[config.mk]
export PLATFORM = sky130hd
export DESIGN_NAME = mc_control_fsm_flat
export DESIGN_NICKNAME = d
export VERILOG_FILES = /design/src/rtl/mc_control_fsm_pkg.sv /design/src/rtl/mc_control_fsm_if.sv /design/src/rtl/mc_control_fsm_decode.sv /design/src/rtl/mc_control_fsm.sv /design/src/flat_wrapper.sv
export SDC_FILE = /design/constraint.sdc
export NUM_CORES = 1
export LEC_CHECK = 0
export BUFFER_PORTS_ARGS = -buffer_cell sky130_fd_sc_hd__clkbuf_2
export CORE_MARGIN = 2
export CORE_UTILIZATION = 48
export CTS_CLUSTER_DIAMETER = 200
export DETAILED_ROUTE_END_ITERATION = 10
export HOLD_SLACK_MARGIN = 0.06
export MAX_ROUTING_LAYER = met4
export PLACE_DENSITY = 0.77
export SLEW_MARGIN = 10
export SYNTH_ARGS = -nofsm -noshare
export SYNTH_HDL_FRONTEND = slang
export SYNTH_HIERARCHICAL = 1
export SYNTH_SLANG_ARGS = --single-unit
[constraint.sdc]
create_clock -name clk -period 1.9 [get_ports clk]
set_clock_uncertainty 0.2 [all_clocks]
set_input_delay 0.285 -clock clk [delete_from_list [all_inputs] [get_ports clk]]
set_output_delay 0.285 -clock clk [all_outputs]
set_load 0.01 [all_outputs]
[src/rtl/mc_control_fsm_pkg.sv]
// Shared encodings for the multi-cycle MIPS control sequencer: states,
// opcode/funct values, select codes and the packed control vector.
package mc_control_fsm_pkg;

    typedef enum logic [2:0] {
        ST_IF  = 3'd0,
        ST_ID  = 3'd1,
        ST_EX  = 3'd2,
        ST_MEM = 3'd3,
        ST_WB  = 3'd4,
        ST_ERR = 3'd5
    } state_t;

    // Opcodes (IR[31:26])
    localparam logic [5:0] OP_RTYPE = 6'h00;
    localparam logic [5:0] OP_J     = 6'h02;
    localparam logic [5:0] OP_JAL   = 6'h03;
    localparam logic [5:0] OP_BEQ   = 6'h04;
    localparam logic [5:0] OP_ADDI  = 6'h08;
    localparam logic [5:0] OP_ADDIU = 6'h09;
    localparam logic [5:0] OP_SLTI  = 6'h0A;
    localparam logic [5:0] OP_SLTIU = 6'h0B;
    localparam logic [5:0] OP_ANDI  = 6'h0C;
    localparam logic [5:0] OP_LUI   = 6'h0F;
    localparam logic [5:0] OP_LW    = 6'h23;
    localparam logic [5:0] OP_SW    = 6'h2B;

    // R-type funct codes (IR[5:0]); 0x20-0x27 form the plain ALU group
    localparam logic [5:0] FN_SLL  = 6'h00;
    localparam logic [5:0] FN_SRL  = 6'h02;
    localparam logic [5:0] FN_SRA  = 6'h03;
    localparam logic [5:0] FN_JR   = 6'h08;
    localparam logic [5:0] FN_JALR = 6'h09;
    localparam logic [5:0] FN_SLT  = 6'h2A;
    localparam logic [5:0] FN_SLTU = 6'h2B;

    // ALUOp codes
    localparam logic [2:0] ALU_ADD   = 3'b000;
    localparam logic [2:0] ALU_SUB   = 3'b001;
    localparam logic [2:0] ALU_FUNCT = 3'b010;
    localparam logic [2:0] ALU_AND   = 3'b011;
    localparam logic [2:0] ALU_SLT   = 3'b100;
    localparam logic [2:0] ALU_SLTU  = 3'b101;

    // PCSource
    localparam logic [1:0] PCSRC_ALU    = 2'b00;
    localparam logic [1:0] PCSRC_ALUOUT = 2'b01;
    localparam logic [1:0] PCSRC_JUMP   = 2'b10;
    localparam logic [1:0] PCSRC_REG    = 2'b11;

    // ALUSrcA / ALUSrcB
    localparam logic [1:0] SRCA_PC     = 2'b00;
    localparam logic [1:0] SRCA_REG    = 2'b01;
    localparam logic [1:0] SRCA_SHAMT  = 2'b10;
    localparam logic [1:0] SRCB_REG    = 2'b00;
    localparam logic [1:0] SRCB_FOUR   = 2'b01;
    localparam logic [1:0] SRCB_IMM    = 2'b10;
    localparam logic [1:0] SRCB_IMM_SH = 2'b11;

    // RegDst / MemtoReg
    localparam logic [1:0] DST_RD     = 2'b00;
    localparam logic [1:0] DST_RT     = 2'b01;
    localparam logic [1:0] DST_RA     = 2'b10;
    localparam logic [1:0] M2R_ALUOUT = 2'b00;
    localparam logic [1:0] M2R_MDR    = 2'b01;
    localparam logic [1:0] M2R_PC     = 2'b10;

    typedef struct packed {
        logic       pc_write;
        logic       pc_write_cond;
        logic [1:0] pc_source;
        logic       ior_d;
        logic       mem_read;
        logic       mem_write;
        logic       ir_write;
        logic       reg_write;
        logic [1:0] reg_dst;
        logic [1:0] mem_to_reg;
        logic [1:0] alu_src_a;
        logic [1:0] alu_src_b;
        logic [2:0] alu_op;
        logic       ext_op;
        logic       lu_op;
        logic       retire;
    } ctrl_t;

    // True for every opcode/funct pair the sequencer knows how to execute.
    function automatic logic is_legal(input logic [5:0] op, input logic [5:0] fn);
        logic ok;
        ok = 1'b0;
        case (op)
            OP_RTYPE: ok = (fn == FN_SLL) || (fn == FN_SRL) || (fn == FN_SRA) ||
                           (fn == FN_JR) || (fn == FN_JALR) || (fn[5:3] == 3'b100) ||
                           (fn == FN_SLT) || (fn == FN_SLTU);
            OP_J, OP_JAL, OP_BEQ, OP_ADDI, OP_ADDIU, OP_SLTI, OP_SLTIU,
            OP_ANDI, OP_LUI, OP_LW, OP_SW: ok = 1'b1;
            default: ok = 1'b0;
        endcase
        return ok;
    endfunction

    function automatic logic is_shift(input logic [5:0] fn);
        return (fn == FN_SLL) || (fn == FN_SRL) || (fn == FN_SRA);
    endfunction

endpackage

[src/rtl/mc_control_fsm_if.sv]
// Datapath-facing bundle of the sequencer: instruction fields and memory
// handshake in, mux selects / write enables / status out.
// Handshake: in IF and MEM the request (MemRead or MemWrite) stays high and the
// state holds until a cycle with mem_ready=1; that cycle completes the access.
interface mc_control_fsm_if;
    logic [5:0] opcode;
    logic [5:0] funct;
    logic       zero;
    logic       mem_ready;
    logic       PCWrite;
    logic       PCWriteCond;
    logic [1:0] PCSource;
    logic       IorD;
    logic       MemRead;
    logic       MemWrite;
    logic       IRWrite;
    logic       RegWrite;
    logic [1:0] RegDst;
    logic [1:0] MemtoReg;
    logic [1:0] ALUSrcA;
    logic [1:0] ALUSrcB;
    logic [2:0] ALUOp;
    logic       ExtOp;
    logic       LuOp;
    logic       retire;
    logic       illegal;
    logic       bus_err;

    modport master (
        input  opcode, funct, zero, mem_ready,
        output PCWrite, PCWriteCond, PCSource, IorD, MemRead, MemWrite, IRWrite,
               RegWrite, RegDst, MemtoReg, ALUSrcA, ALUSrcB, ALUOp, ExtOp, LuOp,
               retire, illegal, bus_err
    );

    modport slave (
        output opcode, funct, zero, mem_ready,
        input  PCWrite, PCWriteCond, PCSource, IorD, MemRead, MemWrite, IRWrite,
               RegWrite, RegDst, MemtoReg, ALUSrcA, ALUSrcB, ALUOp, ExtOp, LuOp,
               retire, illegal, bus_err
    );
endinterface

[src/rtl/mc_control_fsm_decode.sv]
// Combinational control decode: (state, opcode, funct, mem_ready) -> control
// vector, plus a legality flag for the current instruction.
module mc_control_fsm_decode
    import mc_control_fsm_pkg::*;
(
    input  state_t     state,
    input  logic [5:0] opcode,
    input  logic [5:0] funct,
    input  logic       mem_ready,
    output ctrl_t      ctrl,
    output logic       legal
);

    // Legality depends only on the instruction fields.
    always_comb begin
        legal = is_legal(opcode, funct);
    end

    // Per-state control vector; everything not named below stays 0.
    always_comb begin
        ctrl        = '0;
        ctrl.ext_op = 1'b1;
        case (state)
            ST_IF: begin
                ctrl.mem_read  = 1'b1;
                ctrl.ior_d     = 1'b0;
                ctrl.alu_src_a = SRCA_PC;
                ctrl.alu_src_b = SRCB_FOUR;
                ctrl.alu_op    = ALU_ADD;
                ctrl.pc_source = PCSRC_ALU;
                ctrl.ir_write  = mem_ready;
                ctrl.pc_write  = mem_ready;
            end
            ST_ID: begin
                // Branch target precomputed into ALUOut while decoding.
                ctrl.alu_src_a = SRCA_PC;
                ctrl.alu_src_b = SRCB_IMM_SH;
                ctrl.alu_op    = ALU_ADD;
                if (opcode == OP_J || opcode == OP_JAL) begin
                    ctrl.pc_write  = 1'b1;
                    ctrl.pc_source = PCSRC_JUMP;
                    ctrl.retire    = 1'b1;
                end
                if (opcode == OP_JAL) begin
                    // PC already holds PC+4, which is the link value.
                    ctrl.reg_write  = 1'b1;
                    ctrl.reg_dst    = DST_RA;
                    ctrl.mem_to_reg = M2R_PC;
                end
            end
            ST_EX: begin
                case (opcode)
                    OP_RTYPE: begin
                        if (funct == FN_JR || funct == FN_JALR) begin
                            ctrl.pc_write  = 1'b1;
                            ctrl.pc_source = PCSRC_REG;
                            ctrl.retire    = 1'b1;
                            if (funct == FN_JALR) begin
                                ctrl.reg_write  = 1'b1;
                                ctrl.reg_dst    = DST_RD;
                                ctrl.mem_to_reg = M2R_PC;
                            end
                        end else begin
                            ctrl.alu_src_a = is_shift(funct) ? SRCA_SHAMT : SRCA_REG;
                            ctrl.alu_src_b = SRCB_REG;
                            ctrl.alu_op    = ALU_FUNCT;
                        end
                    end
                    OP_ADDI, OP_ADDIU, OP_LUI, OP_LW, OP_SW: begin
                        ctrl.alu_src_a = SRCA_REG;
                        ctrl.alu_src_b = SRCB_IMM;
                        ctrl.alu_op    = ALU_ADD;
                        ctrl.lu_op     = (opcode == OP_LUI);
                    end
                    OP_ANDI: begin
                        ctrl.alu_src_a = SRCA_REG;
                        ctrl.alu_src_b = SRCB_IMM;
                        ctrl.alu_op    = ALU_AND;
                        ctrl.ext_op    = 1'b0;
                    end
                    OP_SLTI, OP_SLTIU: begin
                        ctrl.alu_src_a = SRCA_REG;
                        ctrl.alu_src_b = SRCB_IMM;
                        ctrl.alu_op    = (opcode == OP_SLTI) ? ALU_SLT : ALU_SLTU;
                    end
                    OP_BEQ: begin
                        ctrl.alu_src_a     = SRCA_REG;
                        ctrl.alu_src_b     = SRCB_REG;
                        ctrl.alu_op        = ALU_SUB;
                        ctrl.pc_write_cond = 1'b1;
                        ctrl.pc_source     = PCSRC_ALUOUT;
                        ctrl.retire        = 1'b1;
                    end
                    default: ;
                endcase
            end
            ST_MEM: begin
                ctrl.ior_d     = 1'b1;
                ctrl.mem_read  = (opcode == OP_LW);
                ctrl.mem_write = (opcode == OP_SW);
                ctrl.retire    = (opcode == OP_SW) && mem_ready;
            end
            ST_WB: begin
                ctrl.reg_write = 1'b1;
                ctrl.retire    = 1'b1;
                if (opcode == OP_RTYPE) begin
                    ctrl.reg_dst    = DST_RD;
                    ctrl.mem_to_reg = M2R_ALUOUT;
                end else if (opcode == OP_LW) begin
                    ctrl.reg_dst    = DST_RT;
                    ctrl.mem_to_reg = M2R_MDR;
                end else begin
                    ctrl.reg_dst    = DST_RT;
                    ctrl.mem_to_reg = M2R_ALUOUT;
                end
            end
            default: begin
                // ERR: everything idle.
                ctrl = '0;
            end
        endcase
    end

endmodule

[src/rtl/mc_control_fsm.sv]
// Multi-cycle MIPS sequencer: state register, memory wait counter with
// timeout, sticky error flags, next-state logic. Outputs come from the decoder.
module mc_control_fsm
    import mc_control_fsm_pkg::*;
#(
    parameter int TIMEOUT_CYCLES = 255,
    parameter int CNT_W          = 8
) (
    input  logic             clk,
    input  logic             reset,
    mc_control_fsm_if.master bus,
    output state_t           dbg_state
);

    state_t             state;
    state_t             next_state;
    logic [CNT_W-1:0]   wait_cnt;
    logic               illegal_q;
    logic               bus_err_q;
    logic               waiting;
    logic               timeout_hit;
    logic               legal;
    ctrl_t              ctrl;
    logic               zero_unused;

    // zero is consumed by the datapath via PCWriteCond, not by the sequencer.
    assign zero_unused = bus.zero;

    mc_control_fsm_decode u_decode (
        .state     (state),
        .opcode    (bus.opcode),
        .funct     (bus.funct),
        .mem_ready (bus.mem_ready),
        .ctrl      (ctrl),
        .legal     (legal)
    );

    // A memory access is stalled; the timeout fires on the TIMEOUT_CYCLES-th such cycle.
    always_comb begin
        waiting     = ((state == ST_IF) || (state == ST_MEM)) && !bus.mem_ready;
        timeout_hit = (TIMEOUT_CYCLES != 0) && waiting &&
                      (wait_cnt == CNT_W'(TIMEOUT_CYCLES - 1));
    end

    // Next-state selection.
    always_comb begin
        next_state = state;
        case (state)
            ST_IF: begin
                if (bus.mem_ready)    next_state = ST_ID;
                else if (timeout_hit) next_state = ST_ERR;
            end
            ST_ID: begin
                if (!legal)                                          next_state = ST_ERR;
                else if (bus.opcode == OP_J || bus.opcode == OP_JAL) next_state = ST_IF;
                else                                                 next_state = ST_EX;
            end
            ST_EX: begin
                if (bus.opcode == OP_RTYPE &&
                    (bus.funct == FN_JR || bus.funct == FN_JALR))       next_state = ST_IF;
                else if (bus.opcode == OP_BEQ)                          next_state = ST_IF;
                else if (bus.opcode == OP_LW || bus.opcode == OP_SW)    next_state = ST_MEM;
                else                                                    next_state = ST_WB;
            end
            ST_MEM: begin
                if (bus.mem_ready)    next_state = (bus.opcode == OP_LW) ? ST_WB : ST_IF;
                else if (timeout_hit) next_state = ST_ERR;
            end
            ST_WB:   next_state = ST_IF;
            ST_ERR:  next_state = ST_ERR;
            default: next_state = ST_ERR;
        endcase
    end

    // State register.
    always_ff @(posedge clk or posedge reset) begin
        if (reset) state <= ST_IF;
        else       state <= next_state;
    end

    // Wait counter: restarts on every state change, saturates while stalled.
    always_ff @(posedge clk or posedge reset) begin
        if (reset)                         wait_cnt <= '0;
        else if (state != next_state)      wait_cnt <= '0;
        else if (waiting && wait_cnt != '1) wait_cnt <= wait_cnt + 1'b1;
    end

    // Sticky error flags, cleared only by reset.
    always_ff @(posedge clk or posedge reset) begin
        if (reset) begin
            illegal_q <= 1'b0;
            bus_err_q <= 1'b0;
        end else begin
            if (state == ST_ID && !legal) illegal_q <= 1'b1;
            if (timeout_hit)              bus_err_q <= 1'b1;
        end
    end

    // Enables are masked by reset so they drop the moment reset rises.
    assign bus.PCWrite     = ctrl.pc_write      & ~reset;
    assign bus.PCWriteCond = ctrl.pc_write_cond & ~reset;
    assign bus.MemRead     = ctrl.mem_read      & ~reset;
    assign bus.MemWrite    = ctrl.mem_write     & ~reset;
    assign bus.IRWrite     = ctrl.ir_write      & ~reset;
    assign bus.RegWrite    = ctrl.reg_write     & ~reset;
    assign bus.retire      = ctrl.retire        & ~reset;
    assign bus.PCSource    = ctrl.pc_source;
    assign bus.IorD        = ctrl.ior_d;
    assign bus.RegDst      = ctrl.reg_dst;
    assign bus.MemtoReg    = ctrl.mem_to_reg;
    assign bus.ALUSrcA     = ctrl.alu_src_a;
    assign bus.ALUSrcB     = ctrl.alu_src_b;
    assign bus.ALUOp       = ctrl.alu_op;
    assign bus.ExtOp       = ctrl.ext_op;
    assign bus.LuOp        = ctrl.lu_op;
    assign bus.illegal     = illegal_q;
    assign bus.bus_err     = bus_err_q;
    assign dbg_state       = state;

endmodule
[src/flat_wrapper.sv]
// flat-port wrapper written by rule: the top's interface ports become plain ports
module mc_control_fsm_flat import mc_control_fsm_pkg::*;
#(
    parameter int TIMEOUT_CYCLES = 255,
    parameter int CNT_W          = 8
)
  (clk, reset, dbg_state, bus_opcode, bus_funct, bus_zero, bus_mem_ready, bus_PCWrite, bus_PCWriteCond, bus_PCSource, bus_IorD, bus_MemRead, bus_MemWrite, bus_IRWrite, bus_RegWrite, bus_RegDst, bus_MemtoReg, bus_ALUSrcA, bus_ALUSrcB, bus_ALUOp, bus_ExtOp, bus_LuOp, bus_retire, bus_illegal, bus_bus_err);
  mc_control_fsm_if bus_i ();
  input  logic clk;
  input  logic reset;
  output state_t dbg_state;
  input wire logic [$bits(bus_i.opcode)-1:0] bus_opcode;
  input wire logic [$bits(bus_i.funct)-1:0] bus_funct;
  input wire logic [$bits(bus_i.zero)-1:0] bus_zero;
  input wire logic [$bits(bus_i.mem_ready)-1:0] bus_mem_ready;
  output wire logic [$bits(bus_i.PCWrite)-1:0] bus_PCWrite;
  output wire logic [$bits(bus_i.PCWriteCond)-1:0] bus_PCWriteCond;
  output wire logic [$bits(bus_i.PCSource)-1:0] bus_PCSource;
  output wire logic [$bits(bus_i.IorD)-1:0] bus_IorD;
  output wire logic [$bits(bus_i.MemRead)-1:0] bus_MemRead;
  output wire logic [$bits(bus_i.MemWrite)-1:0] bus_MemWrite;
  output wire logic [$bits(bus_i.IRWrite)-1:0] bus_IRWrite;
  output wire logic [$bits(bus_i.RegWrite)-1:0] bus_RegWrite;
  output wire logic [$bits(bus_i.RegDst)-1:0] bus_RegDst;
  output wire logic [$bits(bus_i.MemtoReg)-1:0] bus_MemtoReg;
  output wire logic [$bits(bus_i.ALUSrcA)-1:0] bus_ALUSrcA;
  output wire logic [$bits(bus_i.ALUSrcB)-1:0] bus_ALUSrcB;
  output wire logic [$bits(bus_i.ALUOp)-1:0] bus_ALUOp;
  output wire logic [$bits(bus_i.ExtOp)-1:0] bus_ExtOp;
  output wire logic [$bits(bus_i.LuOp)-1:0] bus_LuOp;
  output wire logic [$bits(bus_i.retire)-1:0] bus_retire;
  output wire logic [$bits(bus_i.illegal)-1:0] bus_illegal;
  output wire logic [$bits(bus_i.bus_err)-1:0] bus_bus_err;
  assign bus_i.opcode = bus_opcode;
  assign bus_i.funct = bus_funct;
  assign bus_i.zero = bus_zero;
  assign bus_i.mem_ready = bus_mem_ready;
  assign bus_PCWrite = bus_i.PCWrite;
  assign bus_PCWriteCond = bus_i.PCWriteCond;
  assign bus_PCSource = bus_i.PCSource;
  assign bus_IorD = bus_i.IorD;
  assign bus_MemRead = bus_i.MemRead;
  assign bus_MemWrite = bus_i.MemWrite;
  assign bus_IRWrite = bus_i.IRWrite;
  assign bus_RegWrite = bus_i.RegWrite;
  assign bus_RegDst = bus_i.RegDst;
  assign bus_MemtoReg = bus_i.MemtoReg;
  assign bus_ALUSrcA = bus_i.ALUSrcA;
  assign bus_ALUSrcB = bus_i.ALUSrcB;
  assign bus_ALUOp = bus_i.ALUOp;
  assign bus_ExtOp = bus_i.ExtOp;
  assign bus_LuOp = bus_i.LuOp;
  assign bus_retire = bus_i.retire;
  assign bus_illegal = bus_i.illegal;
  assign bus_bus_err = bus_i.bus_err;
  mc_control_fsm #(.TIMEOUT_CYCLES(TIMEOUT_CYCLES), .CNT_W(CNT_W)) u_core (.clk(clk), .reset(reset), .bus(bus_i), .dbg_state(dbg_state));
endmodule
Word-level counts from Yosys, hierarchy flattened
Cells that the tools add are included.
{"block": "word_totals", "input_bits": 16, "elab_cells": 108, "reg_bits": 13, "out_inout_bits": 28}
{"block": "classes", "eq_ne": 25, "add_sub_neg": 1, "n_reduce_logical": 27, "n_bitwise": 8, "mux": 43}
{"cell": "6-bit by 4-bit equality test with 1-bit output (second input constant)", "count": 8}
{"cell": "7-bit one-hot mux with 5 select lines", "count": 1}
{"cell": "6-bit by 2-bit equality test with 1-bit output (second input constant)", "count": 4}
{"cell": "6-bit equality test (second input constant)", "count": 4}
{"cell": "3-bit two-way mux", "count": 8}
{"cell": "7-bit one-hot mux with 3 select lines", "count": 1}
{"cell": "5-bit two-way mux", "count": 4}
{"cell": "8-bit two-way mux", "count": 2}
{"cell": "2-bit one-hot mux with 2 select lines", "count": 4}
{"cell": "3-bit one-hot mux with 5 select lines", "count": 1}
{"cell": "5-bit one-hot mux with 3 select lines", "count": 1}
{"cell": "6-bit zero test", "count": 2}
{"cell": "1-bit logical OR", "count": 11}
{"cell": "1-bit two-way mux", "count": 11}
{"cell": "11-bit OR reduction", "count": 1}
{"cell": "8-bit by 1-bit adder with 8-bit output (second input constant)", "count": 1}
{"cell": "8-bit equality test (second input constant)", "count": 1}
{"cell": "2-bit two-way mux", "count": 4}
{"cell": "8-bit != test (second input constant)", "count": 1}
{"cell": "1-bit bitwise AND", "count": 7}
{"cell": "7-bit two-way mux", "count": 1}
{"cell": "3-bit by 2-bit equality test with 1-bit output (second input constant)", "count": 2}
{"cell": "3-bit equality test (second input constant)", "count": 2}
{"cell": "6-bit by 3-bit equality test with 1-bit output (second input constant)", "count": 1}
{"cell": "other kinds (14)", "count": 21}

Longest topological paths before layout
Gate-level depths: netlist of the first run.
{"block": "logic_depth", "depth_word": 13, "ltp_mapped": 10, "mapped_depth_nobuf": 9}

Hierarchy
Netlist of the first run, hierarchy kept.
{"mod": "mc_control_fsm", "cells_each": 107, "area_per_inst_um2": 1058.5, "instances": 1}
{"mod": "mc_control_fsm_decode", "cells_each": 78, "area_per_inst_um2": 513.0, "instances": 1}

Least setup slack after synthesis of the first run
Ideal clock, no wire load.
{"block": "synth_path", "path_kind": "input to register", "from": "input bus_opcode[0]", "to": "register u_core.wait_cnt[0]", "setup_ns": 0.141, "path_buffers": 0, "path_stages": 7, "arrival_ns": 2.023, "path_slack_ns": -0.465, "cell_sequence": "or4_4 -> nor3_4 -> o2111ai_1 -> nand3b_1 -> a31oi_1 -> a211oi_4 -> nor3_2"}
{"item": "start, declared", "line": "flat_wrapper.sv:12", "rtl": "input wire logic [$bits(bus_i.opcode)-1:0] bus_opcode;"}
{"item": "6-bit by 4-bit equality test with 1-bit output (tied with other cells)", "line": "mc_control_fsm_pkg.sv:91", "rtl": "case (op)"}
{"item": "11-bit OR reduction", "line": "mc_control_fsm_pkg.sv:91"}
{"item": "1-bit one-hot mux with 2 select lines (*)", "line": "mc_control_fsm_pkg.sv:91"}
{"item": "named net u_core.legal", "line": "mc_control_fsm.sv:22", "rtl": "logic legal;"}
{"item": "3-bit two-way mux (*)", "line": "mc_control_fsm.sv:54", "rtl": "if (!legal) next_state = ST_ERR;"}
{"item": "3-bit one-hot mux with 5 select lines (*)", "line": "mc_control_fsm.sv:48", "rtl": "case (state)"}
{"item": "3-bit != test (*)", "line": "mc_control_fsm.sv:84", "rtl": "else if (state != next_state) wait_cnt <= '0;"}
{"item": "8-bit two-way mux / 2-bit nonzero test (equally long branches)"}
{"item": "end signal, assigned", "line": "mc_control_fsm.sv:85", "rtl": "else if (waiting && wait_cnt != '1) wait_cnt <= wait_cnt + 1'b1;"}
{"item": "end, declared", "line": "mc_control_fsm.sv:17", "rtl": "logic [CNT_W-1:0] wait_cnt;"}
The timed path passes the listed nets; every way through them passes the cells marked *.
A chain may end at the register's enable or synchronous reset.

Final worst setup path of the first run
{"block": "layout_path", "from": "input bus_opcode[0]", "to": "register u_core.wait_cnt[6]"}
Same word-level chain as after synthesis.

==> results of run 1 <==
[what timing repair did]
| action | CTS | global route |
|---|---|---|
| setup endpoints to repair | 31 | 35 |
| endpoints found under the hold margin | 13 | 0 |
| pin swaps | 15 | 22 |
| hold buffers | 1 | 0 |
| buffers inserted | 19 | 18 |
| resized for setup | 52 | 70 |
[flip-flops by register name (all words and copies together), names as in the netlist]
signal and flops:
u_core/bus.bus_err 1, u_core/bus.illegal 1, u_core/dbg_state 3, u_core/wait_cnt 8
[how the worst max path moves through the flow]
| stage | startpoint | to | cells after the start | slack [ps] |
|---|---|---|---|---|
| finish | bus_opcode[0] | u_core/wait_cnt[6] | 12 | -650 |
| global route | bus_opcode[1] | bus_MemRead | 8 | -660 |
| global placement | bus_opcode[2] | u_core/wait_cnt[1] | 9 | -460 |
| floorplan | bus_opcode[0] | u_core/wait_cnt[1] | 8 | -450 |
| detailed placement | bus_opcode[0] | u_core/wait_cnt[1] | 9 | -560 |
| CTS | bus_opcode[0] | bus_retire | 8 | -410 |
[worst max-delay path: cells and delay by family]
kind            cells  cell delay, ps
simple gates        6            1390
buf+inv             3             400
compound gates      2             360
mux                 1              70
[synth_stat cells, types with 7 or more instances]
library cell / n
inv_1: 7
xnor2_1: 7
nor3_2: 7
o21ai_0: 8
nor2b_1: 8
nand2b_1: 10
nor2_1: 15
a21oi_1: 8
nand3_1: 8
dfrtp_1: 13
nor3_1: 9
nand2_1: 13
[layout make-up]
class | instances | area share [%]
Tap cell | 44 | 1.851
Timing Repair Buffer | 137 | 37.78
Multi-Input combinational cell | 159 | 47.58
Clock buffer | 4 | 0.8835
Inverter | 7 | 0.8835
Sequential cell | 13 | 11.02
[metal layers]
metal	global-route usage (%)	vias to the layer above
li1	-	961
met1	48.17	1153
met2	64.29	321
met3	7.563	114
met4	12.42	0
met5	-	-
[power by group]
| group | internal, mW | switching [mW] |
|---|---|---|
| sequential | 0.306 | 0.0579 |
| clock | 0.0816 | 0.0997 |
| combinational | 0.759 | 0.893 |
| total | 1.15 | 1.05 |
[cell families (layout without fill, tap and decap cells)]
kind of cell | Yosys count | in the layout | share of synthesized area (%)
AOI/OAI and AO/OA | 36 | 36 | 17.36
adders and majority gates | 2 | 2 | 1.592
and+or+nand+nor | 113 | 113 | 50.48
xor gates and xnor gates | 7 | 7 | 3.901
muxes | 1 | 1 | 0.6370
DFF | 13 | 13 | 20.70
buffers and inverters | 13 | 148 | 5.334
==> metrics.txt, run 1 <==
register area share after synthesis 20.70%; final core occ 96.63%; die span in y 61.22 um; register area 327.8 sq um; number of synthesized flops with an enable pin 0; Pre-Repair DR Iteration Count 9; post-synth top area share 20.70%; cell with the largest stage delay on the worst path or4_4; cell mode on critical path buf_6; Initial Util 51.06%; Reg-to-Reg End u_core/wait_cnt[5]; vias in the first global route 2039; Max clock buf depth 2; Tot Pwr 2.197 mW; failing checks negative setup slack; Syn Nets 203; clock buffer count from CTS 3; cells on worst reg2reg path 8; Hold EP u_core/bus.bus_err; # IOs 44; Vias 2549; worst hold-check path type reg2reg; worst vdd ir 0.6960 mV; Layout fillers 56; dpl ws -558.1 ps; min cycle time layout 2549 ps; reg-to-reg slack, setup -530 ps; setup ws final -649.2 ps; Placed Cells 329; worst min-delay path startpoint u_core/bus.bus_err; Ant. Diodes 0; met3 WL 1320 um; P_leak 1.345 nW; layout cells sized above 1 65.63%; Critical Path RT 1860 ps; DRT iter0 DRCs 284; Worst setup SP type input port; Worst-Margin Slew 571.4 ps; Post-DRT Antenna Nets 0; wire length per cell 26.30 um; hold slack final 324.8 ps; Crit Path Category in2reg; insertion delay to the later sink of the worst-skew pair 290 ps; final setup TNS -12840 ps; final instance area 2974 sq um; total gr overflow 0; status finished with violations; RSZ-0062 raised after global routing true; highest layer used for signal routing met4; final WL 9572 um; HPWL Detailed 3638 um; critical path peak fanout 4; Placed Area 2305 sq um; Synth async-reset ratio 100.0%; most common cell after layout, fill and taps aside buf_4; Mapped Area 1572 sq um; Worst-path clk slew 80 ps; CTS tree built; Final #Nets 339; PD cells 738.6 nW/um^2; critical path data arrival time 2510 ps; I/O Buffers 42; Pins Over Slew Limit 0; post-synth cell types 57; Syn Inst Count 185; Area contributors post-synth dfrtp_1 (21%), nor3_2 (4.5%), nand2b_1 (4.0%); GRT Total Usage 39.06%; Setup-failing EPs final 36; H-tree levels 1; synth warn 6; largest area contributor in the netlist dfrtp_1; global-route wire length before repair 10420 um; gpl congestion 0.9264; hold path cells 1; Synth-to-Final Area Change 89.25%; WL met2 4273 um; max_cap viols 0; Max-slew headroom 61.56%; CP Cell Sequence buf_6 -> or4_4 -> nor3_4 -> o2111ai_2 -> nand3b_1 -> buf_6 -> mux2i_4 -> o21ai_1 -> nand2_1 -> nand3_4 -> buf_6 -> nor3_2; CTS sink count 13; Avg Cell Area, Syn 8.495 sq um; Slowest Stage Delay on Critical Path 560 ps; initial antenna violation count 0; final worst-path cycle share 134.2%; Vias per Instance 7.003; ys flop type dfrtp_1; DIE AREA 3748 sq um; post-route DRC violation count 0; largest net degree at the start of global routing 14; area of the multi-input gates 1415 sq um; Layout Cells excl Fill 364; Max Fclk 392.3 MHz; number of synthesized register bits 13; met1 wire length 3040 um; Root Buffer Master clkbuf_4; CP Capture Type flip-flop; area of the core 3078 sq um; Die X 61.22 um; RR Startpoint u_core/dbg_state[0]; # rows 20; most frequent cells in the layout buf_4 (62), buf_6 (40), clkbuf_2 (17), buf_2 (14), dfrtp_1 (11); final hold vios 0
(Power assumes the default switching activity.)
==> run 2: changes to the inputs <==
Settings changed: SKIP_CTS_REPAIR_TIMING set to 1.
==> metrics.txt, run 2 (synthesized netlist as in run 1, its figures left out) <==
final worst-path cycle share 123.9%; CP Capture Type flip-flop; failing checks negative setup slack; min cycle time layout 2354 ps; max reg flops 8; post-route DRC violation count 0; Worst-path clk slew 70 ps; critical path data arrival time 2320 ps; GRT Total Usage 25.82%; Reg with most FFs u_core/wait_cnt; area of the multi-input gates 1308 sq um; # IOs 44; Worst-Margin Slew 468.6 ps; Initial Util 51.06%; vias in the first global route 1558; die span in y 61.22 um; most common cell after layout, fill and taps aside buf_4; Synth-to-Final Area Change 67.75%; final hold vios 0; Placed Cells 329; initial antenna violation count 0; Vias 2002; Die X 61.22 um; final WL 5671 um; Pins Over Slew Limit 0; Buf/Inv on CP 1; Pre-Repair DR Iteration Count 4; DRT iter0 DRCs 126; register area 329.1 sq um; final setup TNS -8480 ps; critical path peak fanout 8; # rows 20; gpl congestion 0.9264; layout cells sized above 1 59.93%; max_cap viols 0; largest net degree at the start of global routing 14; wire length per cell 16.39 um; CP Cell Sequence buf_6 -> or4_4 -> nor3_4 -> o2111ai_2 -> nand3b_1 -> nor3_2 -> a221oi_2 -> nand3_4 -> a2111oi_4; most frequent cells in the layout buf_4 (65), clkbuf_2 (26), buf_6 (19), nand2_1 (12), nor2_1 (11); worst vdd ir 0.6383 mV; total gr overflow 0; Final #Nets 321; status finished with violations; Critical Path RT 1860 ps; CTS tree built; insertion delay to the later sink of the worst-skew pair 270 ps; HPWL Detailed 3638 um; clock buffer count from CTS 3; CTS sink count 13; worst hold-check path type in2async; Layout Cells excl Fill 346; setup ws final -453.9 ps; Setup-failing EPs final 31; Max Fclk 424.8 MHz; Crit Path Category in2reg; Root Buffer Master clkbuf_4; Worst path top cell family by delay simple AND/OR/NAND/NOR gates; final core occ 85.65%; Slowest Stage Delay on Critical Path 560 ps; Vias per Instance 5.786; global-route wire length before repair 7210 um; PD cells 645.9 nW/um^2; RSZ-0062 raised after global routing true; area of the core 3078 sq um; P_leak 1.185 nW; cell with the largest stage delay on the worst path or4_4; H-tree levels 1; Post-DRT Antenna Nets 0; Max-slew headroom 68.47%; Tot Pwr 1.703 mW; Ant. Diodes 0; DIE AREA 3748 sq um; Max clock buf depth 2; I/O Buffers 42; Layout fillers 173; Worst setup SP type input port
-- run 2: cell count changes in the layout (fill, tap and decap cells not counted), sizes merged --
cell         change
buf             -25
dlygate4sd3      -1
clkbuf           +8
-- run 2: power by group --
part	switching, mW	internal (mW)	total, mW	leakage, nW
clock	0.0775	0.0813	0.159	0.0150
sequential	0.0432	0.307	0.350	0.165
combinational	0.647	0.547	1.19	1.00
-- run 2: final timing paths --
| path | start | endpoint | slack [ps] | cells past startpoint |
|---|---|---|---|---|
| setup / recovery | bus_opcode[4] | u_core/wait_cnt[1] | -450 | 9 |
| hold / removal | reset | u_core/wait_cnt[1] | 20 | 2 |
| setup reg to reg | u_core/dbg_state[1] | u_core/wait_cnt[1] | -210 | 8 |
| hold reg to reg | u_core/bus.illegal | u_core/bus.illegal | 290 | 1 |
| max in group asynchronous | reset | u_core/dbg_state[0] | 1130 | 2 |
| min in group clk | u_core/bus.illegal | u_core/bus.illegal | 290 | 1 |
-- run 2: routing by layer --
metal | global-route usage, % | vias to the layer above | part of all wire [%]
met3 | 3.782 | 20 | 7.5
met2 | 38.15 | 93 | 48
li1 | - | 922 | -
met5 | - | - | 0
met4 | 2.795 | 0 | 2.5
met1 | 38.59 | 967 | 42
-- run 2: worst register-to-register path, cell delays in order (launching register included) --
cell	delay, ps
dfrtp_2	460
buf_6	150
buf_4	140
buf_4	130
buf_4	140
a21boi_1	260
a211oi_4	80
buf_12	160
a2111oi_4	280
-- run 2: cell type report --
class                      count  area share [%]
inverter                       7          0.9967
sequential                    13           12.48
clock buffer                   4          0.9967
tap                           44           2.088
multi-input combinational    159           49.60
timing repair buffer         119           33.84
-- run 2: metrics by stage --
step,setup slack [ps],area [sq um],hold WS [ps]
finish,-453.9,2636,18.17
CTS,-448.4,2331,21.55
global route,-509.1,2636,68.93
global placement,-462.6,2305,255.0
detailed placement,-558.1,2305,256.5
floorplan,-453.6,1604,-38.04
==> run 3: changes to the inputs <==
Settings changed: CORE_UTILIZATION 48 to 45, PLACE_DENSITY 0.77 to 0.76, RECOVER_POWER set to 50, SYNTH_HIERARCHICAL 1 to unset.
==> metrics.txt, run 3 <==
status finished with violations; failing checks negative setup slack; Synth-to-Final Area Change 97.20%; Pre-Repair DR Iteration Count 5; Root Buffer Master clkbuf_4; H-tree levels 1; layout cells sized above 1 61.59%; Buf/Inv on CP 4; dpl ws -473.4 ps; RSZ-0062 raised after global routing true; max reg flops 8; Reg-to-Reg End u_core.wait_cnt[5]; worst vdd ir 0.7330 mV; cells on worst reg2reg path 8; post-synth cell types 47; clock buffer count from CTS 3; post-synth top area share 25.97%; most common cell after layout, fill and taps aside buf_4; area of the core 2710 sq um; Final #Nets 308; CP Cell Sequence buf_6 -> or4_4 -> buf_6 -> or3_4 -> buf_4 -> nor3_2 -> buf_2; HPWL Detailed 3764 um; Setup-failing EPs final 33; largest area contributor in the netlist dfrtp_1; worst hold-check path type reg2reg; Syn Inst Count 166; gpl congestion 1.044; worst min-delay path startpoint u_core.bus.illegal; hold path cells 1; Die X 56.76 um; synth warn 0; Slowest Stage Delay on Critical Path 550 ps; critical path data arrival time 1890 ps; number of synthesized flops with an enable pin 0; Max Fclk 421.0 MHz; PD cells 775.7 nW/um^2; Worst path top cell family by delay simple AND/OR/NAND/NOR gates; Placed Cells 294; Initial Util 46.21%; final hold vios 0; largest net degree at the start of global routing 14; register area share after synthesis 25.97%; insertion delay to the later sink of the worst-skew pair 290 ps; Hold EP u_core.bus.illegal; Synth async-reset ratio 100.0%; ys flop type dfrtp_1; Worst setup SP type input port; final worst-path cycle share 125.0%; final instance area 2470 sq um; die span in y 56.76 um; max_cap viols 0; top-count cell post-synth nor2_1; Syn Nets 184; Avg Cell Area, Syn 7.545 sq um; I/O Buffers 42; Worst-Margin Slew 747.7 ps; cell mode on critical path buf_6; DRT iter0 DRCs 186; reg-to-reg slack, setup -250 ps; min cycle time layout 2376 ps; Vias 2027; Max-slew headroom 50.15%; Post-DRT Antenna Nets 0; critical path peak fanout 3; most frequent cells in the layout buf_4 (64), buf_6 (26), clkbuf_2 (20), nor2_1 (15), buf_2 (15); DIE AREA 3221 sq um; Pins Over Slew Limit 0; vias in the first global route 1674; Layout fillers 117; Reg with most FFs u_core.wait_cnt; GRT Total Usage 30.74%; # rows 19; Crit Path Category in2out; Mapped Area 1252 sq um; Ant. Diodes 0; total gr overflow 0; setup ws final -475.5 ps; CP Capture Type output pin; CTS sink count 13; global-route wire length before repair 7596 um; synth cell count leaders nor2_1 (22), dfrtp_1 (13), nand2_1 (12), nor3_1 (12), inv_1 (11); P_leak 1.174 nW; Layout Cells excl Fill 320; Vias per Instance 6.334; hold slack final 285.3 ps; Placed Area 2017 sq um; cell with the largest stage delay on the worst path or4_4; initial antenna violation count 0; RR Startpoint u_core.dbg_state[2]; post-route DRC violation count 0; CTS tree built; number of synthesized register bits 13; Critical Path RT 1410 ps; Area contributors post-synth dfrtp_1 (26%), nor2_1 (6.6%), nor3_1 (4.8%); Max clock buf depth 2; final WL 6685 um; final core occ 91.14%; Worst-path clk slew 90 ps; wire length per cell 20.89 um; # IOs 44; Worst path depth 7
==> run 3: cells by family after synthesis <==
| family | share of synthesized area [%] |
|---|---|
| flip-flops | 25.97 |
| XOR/XNOR | 4.196 |
| AND/OR/NAND/NOR | 34.97 |
| adder cells (fa/ha/maj) | 1.998 |
| buffers and inverters | 5.794 |
| multiplexers | 2.498 |
| AO/OA/AOI/OAI | 24.58 |
==> run 3: worst reg2reg max path, stage by stage (launching register included) <==
cell     delay [ps]
dfrtp_2         460
buf_6           150
buf_4           130
nor2_1          150
o21ai_2         110
a31oi_2         230
nand3_1         170
or3_1           350
a21oi_2         130
==> run 3: cell type report <==
cell class                 count  area [sq um]  area share (%)
clock buffer                   4         26.28           1.064
sequential                    13         327.8           13.27
inverter                      11         46.29           1.874
tap                           31         38.79           1.570
multi-input combinational    134          1069           43.26
timing repair buffer         127         962.2           38.96
==> run 3: per-layer routing <==
| metal | vias to the layer above | track usage [%] | wire length [um] |
|---|---|---|---|
| met2 | 165 | 52.16 | 3306 |
| met1 | 930 | 37.07 | 2275 |
| li1 | 864 | - | - |
| met5 | - | - | 0 |
| met4 | 0 | 13.29 | 556 |
| met3 | 68 | 2.995 | 546 |
==> run 3: worst max-delay path by stage <==
| stage | from | end |
|---|---|---|
| 2_1_floorplan | bus_opcode[5] | bus_RegWrite |
| 3_3_place_gp | bus_opcode[1] | bus_RegWrite |
| 3_5_place_dp | bus_opcode[1] | bus_RegWrite |
| 4_1_cts | bus_opcode[1] | bus_RegWrite |
| 5_1_grt | bus_opcode[0] | bus_RegWrite |
| 6_report | bus_opcode[0] | bus_PCWriteCond |
==> run 3: per-stage QoR <==
stage | total power [mW] | setup TNS (ps)
detailed placement | 1.264 | -8972
CTS | 1.448 | -7540
global placement | 1.234 | -8313
finish | 1.916 | -10360
floorplan | 0.8129 | -4896
global route | 1.973 | -11780
==> run 3: report_power, final <==
part | switching, mW | total (mW) | leakage [nW] | internal [mW]
combinational | 0.685 | 1.36 | 0.992 | 0.678
clock | 0.0989 | 0.180 | 0.0150 | 0.0816
sequential | 0.0639 | 0.372 | 0.168 | 0.308
